File: config.mk
export PLATFORM = sky130hd
export DESIGN_NAME = small_lpf_mc
export DESIGN_NICKNAME = d
export VERILOG_FILES = /design/src/rtl/small_lpf_mc.sv
export SDC_FILE = /design/constraint.sdc
export NUM_CORES = 1
export LEC_CHECK = 0
export CAP_MARGIN = 20
export CELL_PAD_IN_SITES_DETAIL_PLACEMENT = 1
export CELL_PAD_IN_SITES_GLOBAL_PLACEMENT = 2
export CORE_MARGIN = 2
export CORE_UTILIZATION = 29
export CTS_CLUSTER_DIAMETER = 60
export CTS_CLUSTER_SIZE = 25
export DETAILED_ROUTE_END_ITERATION = 10
export PLACE_DENSITY_LB_ADDON = 0.1
export SLEW_MARGIN = 20
export SYNTH_ARGS = -nofsm -noshare
export SYNTH_HDL_FRONTEND = slang
export SYNTH_SLANG_ARGS = --single-unit
File: constraint.sdc
create_clock -name clk -period 14.5 [get_ports clk]
set_input_delay 1.45 -clock clk [delete_from_list [all_inputs] [get_ports clk]]
set_output_delay 1.45 -clock clk [all_outputs]
set_load 0.1 [all_outputs]
File: src/rtl/small_lpf_mc.sv
// small_lpf_mc: time-multiplexed cascade of single-pole IIR low-pass sections.
// Each stage performs y += (x - y) >>> shift on per-channel state kept in
// register arrays, so one datapath serves CHANNELS interleaved streams.
// Pipe slot 0 is the input register; slot k holds the result of stage k, and
// slot STAGES doubles as the output register (latency STAGES+1 edges).
// Optional feature macro: SMALL_LPF_MC_ROUND_EN selects round-half-up with
// positive saturation for stage outputs; when undefined, outputs use floor.
module small_lpf_mc #(
  parameter int WIDTH     = 8,
  parameter int FILT_BITS = 5,
  parameter int STAGES    = 2,
  parameter int CHANNELS  = 4,
  parameter int CH_BITS   = 2,
  parameter int SH_BITS   = 3
) (
  input  logic                      clk,
  input  logic                      rst,
  input  logic                      en,
  input  logic                      inValid,
  input  logic [CH_BITS-1:0]        inChan,
  input  logic [SH_BITS-1:0]        shift,
  input  logic signed [WIDTH-1:0]   dataIn,
  input  logic                      clr,
  input  logic [CH_BITS-1:0]        clrChan,
  output logic                      outValid,
  output logic [CH_BITS-1:0]        outChan,
  output logic signed [WIDTH-1:0]   dataOut
);

  localparam int ACC_W = WIDTH + FILT_BITS;
  localparam int D_W   = ACC_W + 1;

  // Pipe slots 0..STAGES: sample valid, channel, clamped shift, sample value.
  logic                       vld_q [STAGES+1];
  logic                       vld_d [STAGES+1];
  logic [CH_BITS-1:0]         chn_q [STAGES+1];
  logic [CH_BITS-1:0]         chn_d [STAGES+1];
  logic [SH_BITS-1:0]         sh_q  [STAGES+1];
  logic [SH_BITS-1:0]         sh_d  [STAGES+1];
  logic signed [WIDTH-1:0]    dat_q [STAGES+1];
  logic signed [WIDTH-1:0]    dat_d [STAGES+1];

  // Per-stage, per-channel filter state, scaled by 2^FILT_BITS.
  logic signed [ACC_W-1:0]    acc_q [STAGES][CHANNELS];
  logic signed [ACC_W-1:0]    acc_d [STAGES][CHANNELS];

  // Updated state word produced by each stage this cycle.
  logic signed [ACC_W-1:0]    upd_acc [STAGES];
  logic                       clr_hit;

  // True when a channel index addresses an existing channel.
  function automatic logic ch_ok(input logic [CH_BITS-1:0] c);
    return (32'(c) < 32'(CHANNELS));
  endfunction

  // One single-pole update: acc + ((x << FILT_BITS) - acc) >>> sh.
  // The difference is carried one bit wider so it cannot wrap; the sum is a
  // convex combination of acc and x, so it always fits back into ACC_W bits.
  function automatic logic signed [ACC_W-1:0] stage_acc(
    input logic signed [WIDTH-1:0] x,
    input logic signed [ACC_W-1:0] a,
    input logic [SH_BITS-1:0]      sh
  );
    logic signed [D_W-1:0] xs;
    logic signed [D_W-1:0] as_w;
    logic signed [D_W-1:0] diff;
    logic signed [D_W-1:0] sum;
    xs   = {{(D_W-WIDTH){x[WIDTH-1]}}, x};
    xs   = xs <<< FILT_BITS;
    as_w = {a[ACC_W-1], a};
    diff = xs - as_w;
    sum  = as_w + (diff >>> sh);
    return sum[ACC_W-1:0];
  endfunction

`ifdef SMALL_LPF_MC_ROUND_EN
  localparam logic [D_W-1:0] HALF_LSB = D_W'(1) << (FILT_BITS - 1);

  // Round half up to WIDTH bits; only the positive end can overflow.
  function automatic logic signed [WIDTH-1:0] stage_out(
    input logic signed [ACC_W-1:0] a
  );
    logic [D_W-1:0] r;
    r = {a[ACC_W-1], a} + HALF_LSB;
    if (r[D_W-1] != r[D_W-2]) begin
      return {1'b0, {(WIDTH-1){1'b1}}};
    end else begin
      return r[D_W-2:FILT_BITS];
    end
  endfunction
`else
  // Floor: drop the fractional bits of the state word.
  function automatic logic signed [WIDTH-1:0] stage_out(
    input logic signed [ACC_W-1:0] a
  );
    return a[ACC_W-1:FILT_BITS];
  endfunction
`endif

  // Input capture, stage read-modify-write, pipe advance and channel clear.
  always_comb begin
    vld_d[0] = inValid && ch_ok(inChan);
    chn_d[0] = inChan;
    sh_d[0]  = (shift > SH_BITS'(FILT_BITS)) ? SH_BITS'(FILT_BITS) : shift;
    dat_d[0] = dataIn;
    acc_d    = acc_q;

    for (int k = 1; k <= STAGES; k++) begin
      upd_acc[k-1] = stage_acc(dat_q[k-1], acc_q[k-1][chn_q[k-1]], sh_q[k-1]);
      vld_d[k]     = vld_q[k-1];
      chn_d[k]     = chn_q[k-1];
      sh_d[k]      = sh_q[k-1];
      dat_d[k]     = stage_out(upd_acc[k-1]);
      // Invalid slots leave the state untouched.
      acc_d[k-1][chn_q[k-1]] = vld_q[k-1] ? upd_acc[k-1]
                                          : acc_q[k-1][chn_q[k-1]];
    end

    // The clear is applied last so it wins over a same-edge sample write;
    // that sample still carries its computed value down the pipe.
    clr_hit = clr && ch_ok(clrChan);
    for (int s = 0; s < STAGES; s++) begin
      acc_d[s][clrChan] = clr_hit ? {ACC_W{1'b0}} : acc_d[s][clrChan];
    end
  end

  // State and pipe registers: synchronous reset, otherwise advance when enabled.
  always_ff @(posedge clk) begin
    if (rst) begin
      for (int i = 0; i <= STAGES; i++) begin
        vld_q[i] <= 1'b0;
        chn_q[i] <= {CH_BITS{1'b0}};
        sh_q[i]  <= {SH_BITS{1'b0}};
        dat_q[i] <= {WIDTH{1'b0}};
      end
      for (int s = 0; s < STAGES; s++) begin
        for (int c = 0; c < CHANNELS; c++) begin
          acc_q[s][c] <= {ACC_W{1'b0}};
        end
      end
    end else if (en) begin
      vld_q <= vld_d;
      chn_q <= chn_d;
      sh_q  <= sh_d;
      dat_q <= dat_d;
      acc_q <= acc_d;
    end
  end

  assign outValid = vld_q[STAGES];
  assign outChan  = chn_q[STAGES];
  assign dataOut  = dat_q[STAGES];

endmodule

# Yosys cells after proc, flatten, opt, wreduce, memory -nomap -nowiden

Index checks and enable logic that the tools add are counted.

Memories: 0
Input port bits: 20
Output and inout bits: 11
Register bits after elaboration: 143
Bits in writable memories: 0
Bits in latches: 0
Bits in read-only memories: 0

Shift operators: 2
Muxes and demuxes: 27
Reductions and logical operators: 3
Equality and inequality tests: 0
Bitwise logic cells: 3
Divide/modulo/power cells: 0
Add/subtract/negate cells: 4
Order comparisons: 7
Multipliers: 0

Operators by type and width:

| kind                                                                  | count |
|---|---|
| 52-bit bitwise mux                                                    | 4 |
| 13-bit two-way mux                                                    | 15 |
| 13-bit binary-select mux with 2-bit select                            | 4 |
| 13-bit demux with 2-bit select                                        | 3 |
| 14-bit by 3-bit >>> shifter with 13-bit output                        | 2 |
| 13-bit by 13-bit subtractor with 14-bit output                        | 2 |
| 13-bit adder                                                          | 2 |
| 3-bit greater-or-equal comparator (second input constant)             | 3 |
| 3-bit by 1-bit < comparator with 1-bit output (second input constant) | 3 |
| 2-bit NOT with 3-bit output                                           | 3 |
| 3-bit > comparator (second input constant)                            | 1 |
| 1-bit logical AND                                                     | 3 |
| 3-bit two-way mux                                                     | 1 |

# Longest topological paths before layout

Depth in word-level cells: 14
Gate-level depth with buffers: 25
Gate-level depth less buffers: 22

# Least setup slack after synthesis

No wires, ideal clock.

Path type: reg2reg
From: reg chn_q (netlist bit chn_d[1])
To: reg acc_q[12] (netlist name)
Arrival time: 5705 ps
Stages on the path, launching flop included: 25
Period minus slack after synthesis: 5806 ps
Setup slack: 8694 ps
Setup time: 101 ps
Buffers on the path: 4
Cells stage by stage: dfxtp_1 clkbuf_1 buf_1 buf_1 mux4_2 inv_1 ha_1 clkbuf_1 a21oi_1 o21ai_0 a21o_1 or3_1 and2_1 a211oi_1 nor2_1 mux2_2 ha_1 or3_1 o221ai_1 a21oi_1 o41ai_2 a211o_1 o2111ai_2 xnor2_1 o41ai_1

Cells in the longest elaborated chain, start to end: 14
Elaborated cells on any way between the ends: 19

Ends and longest elaborated chain:

| element                                                | line          | text |
|---|---|---|
| start: declaration                                     | 36            | `logic [CH_BITS-1:0] chn_q [STAGES+1];` |
| start signal: indexed assignment                       | 132           | `chn_q[i] <= {CH_BITS{1'b0}};` |
| start signal: assignment                               | 143           | `chn_q <= chn_d;` |
| 2-bit NOT with 3-bit output *                          | 109, 115, 116 |  |
| 13-bit binary-select mux with 2-bit select             | 109, 116      |  |
| 13-bit two-way mux (implied by the code) (2 in series) | 109, 116      |  |
| 13-bit by 13-bit subtractor with 14-bit output         | 71            | `diff = xs - as_w;` |
| 14-bit by 3-bit >>> shifter with 13-bit output         | 72            | `sum = as_w + (diff >>> sh);` |
| 13-bit adder                                           | 72            |  |
| 13-bit two-way mux                                     | 115           | `acc_d[k-1][chn_q[k-1]] = vld_q[k-1] ? upd_acc[k-1]` |
| 52-bit bitwise mux *                                   | 115           |  |
| 13-bit binary-select mux with 2-bit select             | 123           | `acc_d[s][clrChan] = clr_hit ? {ACC_W{1'b0}} : acc_d[s][clrChan];` |
| 13-bit two-way mux (implied by the code) (2 in series) | 123           |  |
| 13-bit two-way mux                                     | 123           |  |
| 52-bit bitwise mux *                                   | 123           |  |
| end signal: indexed assignment                         | 138           | `acc_q[s][c] <= {ACC_W{1'b0}};` |
| end: declaration                                       | 44            | `logic signed [ACC_W-1:0] acc_q [STAGES][CHANNELS];` |

Mark *: on every way between the ends. The rest lies on a longest branch, timed or not. The select of a mux whose other input is x is not followed.
A chain may end at the register's enable or synchronous reset.

# Final worst setup path

From: reg chn_q (netlist bit chn_d[0])
To: reg acc_q[12] (netlist name)

The elaborated chain is that of the path after synthesis.

==> impl_results.md <==
- Status: complete, no violations
- Pre-antenna DRT Iters: 5
- Final setup skew: 10.7 ps
- Crit path DAT: 6650 ps
- Buf+Inv Stages, Crit Path: 2
- Port-buffer cells: 30
- Dpl cell area: 10,500 µm²
- Ant diodes: 0
- Complex-gate fraction of the synthesized area: 22.9%
- Post-Route WL: 34,900 µm
- Vias in the first global route: 9,196
- Hold Vio Cnt, Final: 0
- Die height: 189 µm
- FP Rows: 67
- Min-delay worst type: reg -> reg
- Pin count of the biggest net entering global routing: 82
- Via count: 8,979
- Initial Util: 29.5%
- Distinct cell type count after synthesis: 69
- Fill cells: 3,945
- Worst skew pair latency: 440 ps
- FF+latch area: 2860 µm²
- GRT Overall Usage: 20.0%
- Post-Synth XOR/XNOR Area: 3.67%
- DPL Wire Length: 25,600 µm
- Yosys warnings: 0
- Worst-path clk slew: 70 ps
- First-pass GRT wire length: 55,400 µm
- # clock sinks: 143
- Fin worst setup slack: 8190 ps
- Die X: 189 µm
- Finished Layout Cells: 1,658
- Final setup fails: 0
- Vias per cell: 5.42
- Synth Area in Adders: 6.70%
- CP cell instances: buf_4 > mux4_2 > inv_1 > ha_1 > a21oi_1 > o21ai_0 > a21o_1 > or3_1 > and2_1 > a211oi_1 > nor2_1 > mux2_2 > ha_1 > or3_1 > o221ai_1 > a21oi_1 > o41ai_2 > a211o_1 > o2111ai_2 > xnor2_1 > o41ai_1
- Antenna Violating Nets Remaining: 0
- WP data required: 14,840 ps
- Crit end category: flop
- Antenna violations before repair: 0
- Synth Area in Simple Gates: 18.0%
- Slew margin rel.: 28.8%
- Reported max-cap violation count: 0
- # placed instances: 1,627
- Postcts setup bufs: 0
- Critical path fanouts, max: 27
- Area of the multi-input gates: 6520 µm²
- Largest family of logic cells by synthesized area: compound AO/OA/AOI/OAI gates
- Top_reg_cell synth: dfxtp_1
- Post-cts resize count: 0
- Routed length on met3: 936 µm
- H-Tree Depth: 4
- Core Region: 33,600 µm²
- Mux contribution to synthesized area: 14.4%
- Mapped Cells: 1,220
- RSZ-0062 raised after global routing: no
- Fin crit share: 43.5%
- Path type of the worst setup path: reg -> reg
- Most frequent cells in the layout: nor2_1, dfxtp_1, o21ai_0, nand2_1, a21oi_1
- Static leakage: 4.15 nW
- Async SR Flop Fraction: 0%
- Post-route design area: 11,100 µm²
- Layout cells sized above 1: 9.09%
- Measured slew at the worst slew-check pin: 1070 ps
- CTS buffer count: 17
- Slowest CP cell: o41ai_2
- Post-synth EDFFs: 0
- CTS root buf: clkbuf_16
- Critical Path Source Type: flop
- DIE AREA: 35,700 µm²
- Area added between synthesis and finish: 12.0%
- Clock Path Buffers: 2
- Syn_nets: 1,292
- Post-route DRC: 0
- Crit-path leading delay family: compound AO/OA/AOI/OAI gates
- Max-slew violations: 0
- Fmax: 0.158 GHz
- Fin Setup TNS: 0 ps
- CTS tree: yes
- GPL Wtd Cong: 0.787
- Post-route minimum period: 6310 ps
- CP max stage delay: 680 ps
- Layout Nets: 1,270
- Sequential-to-total area share from yosys stat: 28.8%
- Dpl ws: 8230 ps
- Post-Syn Area per Cell: 8.14 µm²
- Top sig layer: met4
- First-iteration detailed-routing DRC count: 506
- Total grt overflow: 0
- # hold bufs at CTS: 0
- Area of the mapped netlist: 9930 µm²
- Number of I/O pins: 31
- PwrDens: 134 nW/µm²
- Final Util: 33.1%
- Most common cell after layout, fill and taps aside: nor2_1
- WL met2: 15,500 µm
- VDD IR-drop max: 85.2 µV
- #FFs+latches synth: 143
- Wire length per cell: 21.1 µm
- Met1 WL: 18,200 µm
-- cell usage after synthesis, drive strengths merged, types with 4 or more instances --
library cell	n	area [µm²]
nand4	9	56.3
o22ai	13	81.3
a31oi	8	50.1
nor3	14	81.3
nand3b	11	82.6
a221oi	17	149
or2	8	50.1
o21a	5	37.5
and2	8	50.1
buf	19	116
nand2b	15	93.8
dfxtp	143	2860
o31ai	7	52.6
clkbuf	63	236
a21o	14	105
mux4	28	631
and3	4	25.0
a22oi	52	390
mux2i	56	573
nand2	83	312
nand3	12	65.1
o21ai	102	522
nor2b	12	75.1
inv	52	195
nor2	209	785
or3	8	55.1
a32oi	10	87.6
a21boi	4	30.0
a21oi	66	330
ha	50	626
a211oi	19	143
xnor2	30	263
xor2	9	78.8
mux2	20	225
-- metrics by stage --
stage / hold slack, ps / power (mW)
CTS: 453 / 1.50
global placement: 444 / 1.03
finish: 451 / 1.49
floorplan: 429 / 0.872
detailed placement: 444 / 1.03
global route: 478 / 1.58
-- registers in the layout, indices dropped and copies added (netlist names) --
register,flops
sh_d,6
outValid,1
dat_q,16
vld_d,2
dataOut,8
acc_q,104
chn_d,4
outChan,2
-- path summary, 6_finish.rpt --
| check | startpoint | to | slack (ps) | cells past startpoint |
|---|---|---|---|---|
| setup reg to reg | chn_d[0] | acc_q[12] | 8190 | 21 |
| hold reg to reg | acc_q[50] | acc_q[50] | 450 | 2 |
| hold / removal | acc_q[50] | acc_q[50] | 450 | 2 |
| setup / recovery | chn_d[0] | acc_q[12] | 8190 | 21 |
-- worst register-to-register path, delay by kind of cell (launching register included) --
family	cells	cell delay (ps)
compound gates	10	2590
xor+xnor	1	200
fa+ha+maj	2	560
buf+inv	2	500
flops	1	330
mux	2	910
simple gates	4	1110
-- power by group --
part           switching [mW]  internal, mW  total [mW]
logic                   0.369         0.209       0.579
registers              0.0218         0.415       0.437
clock network           0.192         0.280       0.472
-- cell families (layout without fill, tap and decap cells) --
logic type,after synthesis,after routing
multiplexers,104,104
XOR/XNOR,40,40
buffers and inverters,134,124
AO/OA/AOI/OAI,347,347
adder cells (fa/ha/maj),52,52
AND/OR/NAND/NOR,400,400
flip-flops,143,143
-- cell type report --
cell class / count / share of cell area (%)
inverters: 52 / 1.75
well taps: 448 / 5.04
flip-flops and latches: 143 / 25.7
repair buffers: 41 / 3.40
clock buffers: 19 / 4.07
clock inverters: 12 / 1.42
multi-input cells: 943 / 58.6
-- metal layers --
metal / vias to the layer above / global-route usage, %
li1: 4373 / -
met1: 4467 / 29.3
met2: 119 / 31.2
met3: 20 / 3.00
met4: 0 / 3.79
met5: - / 0
(Power assumes the default switching activity.)
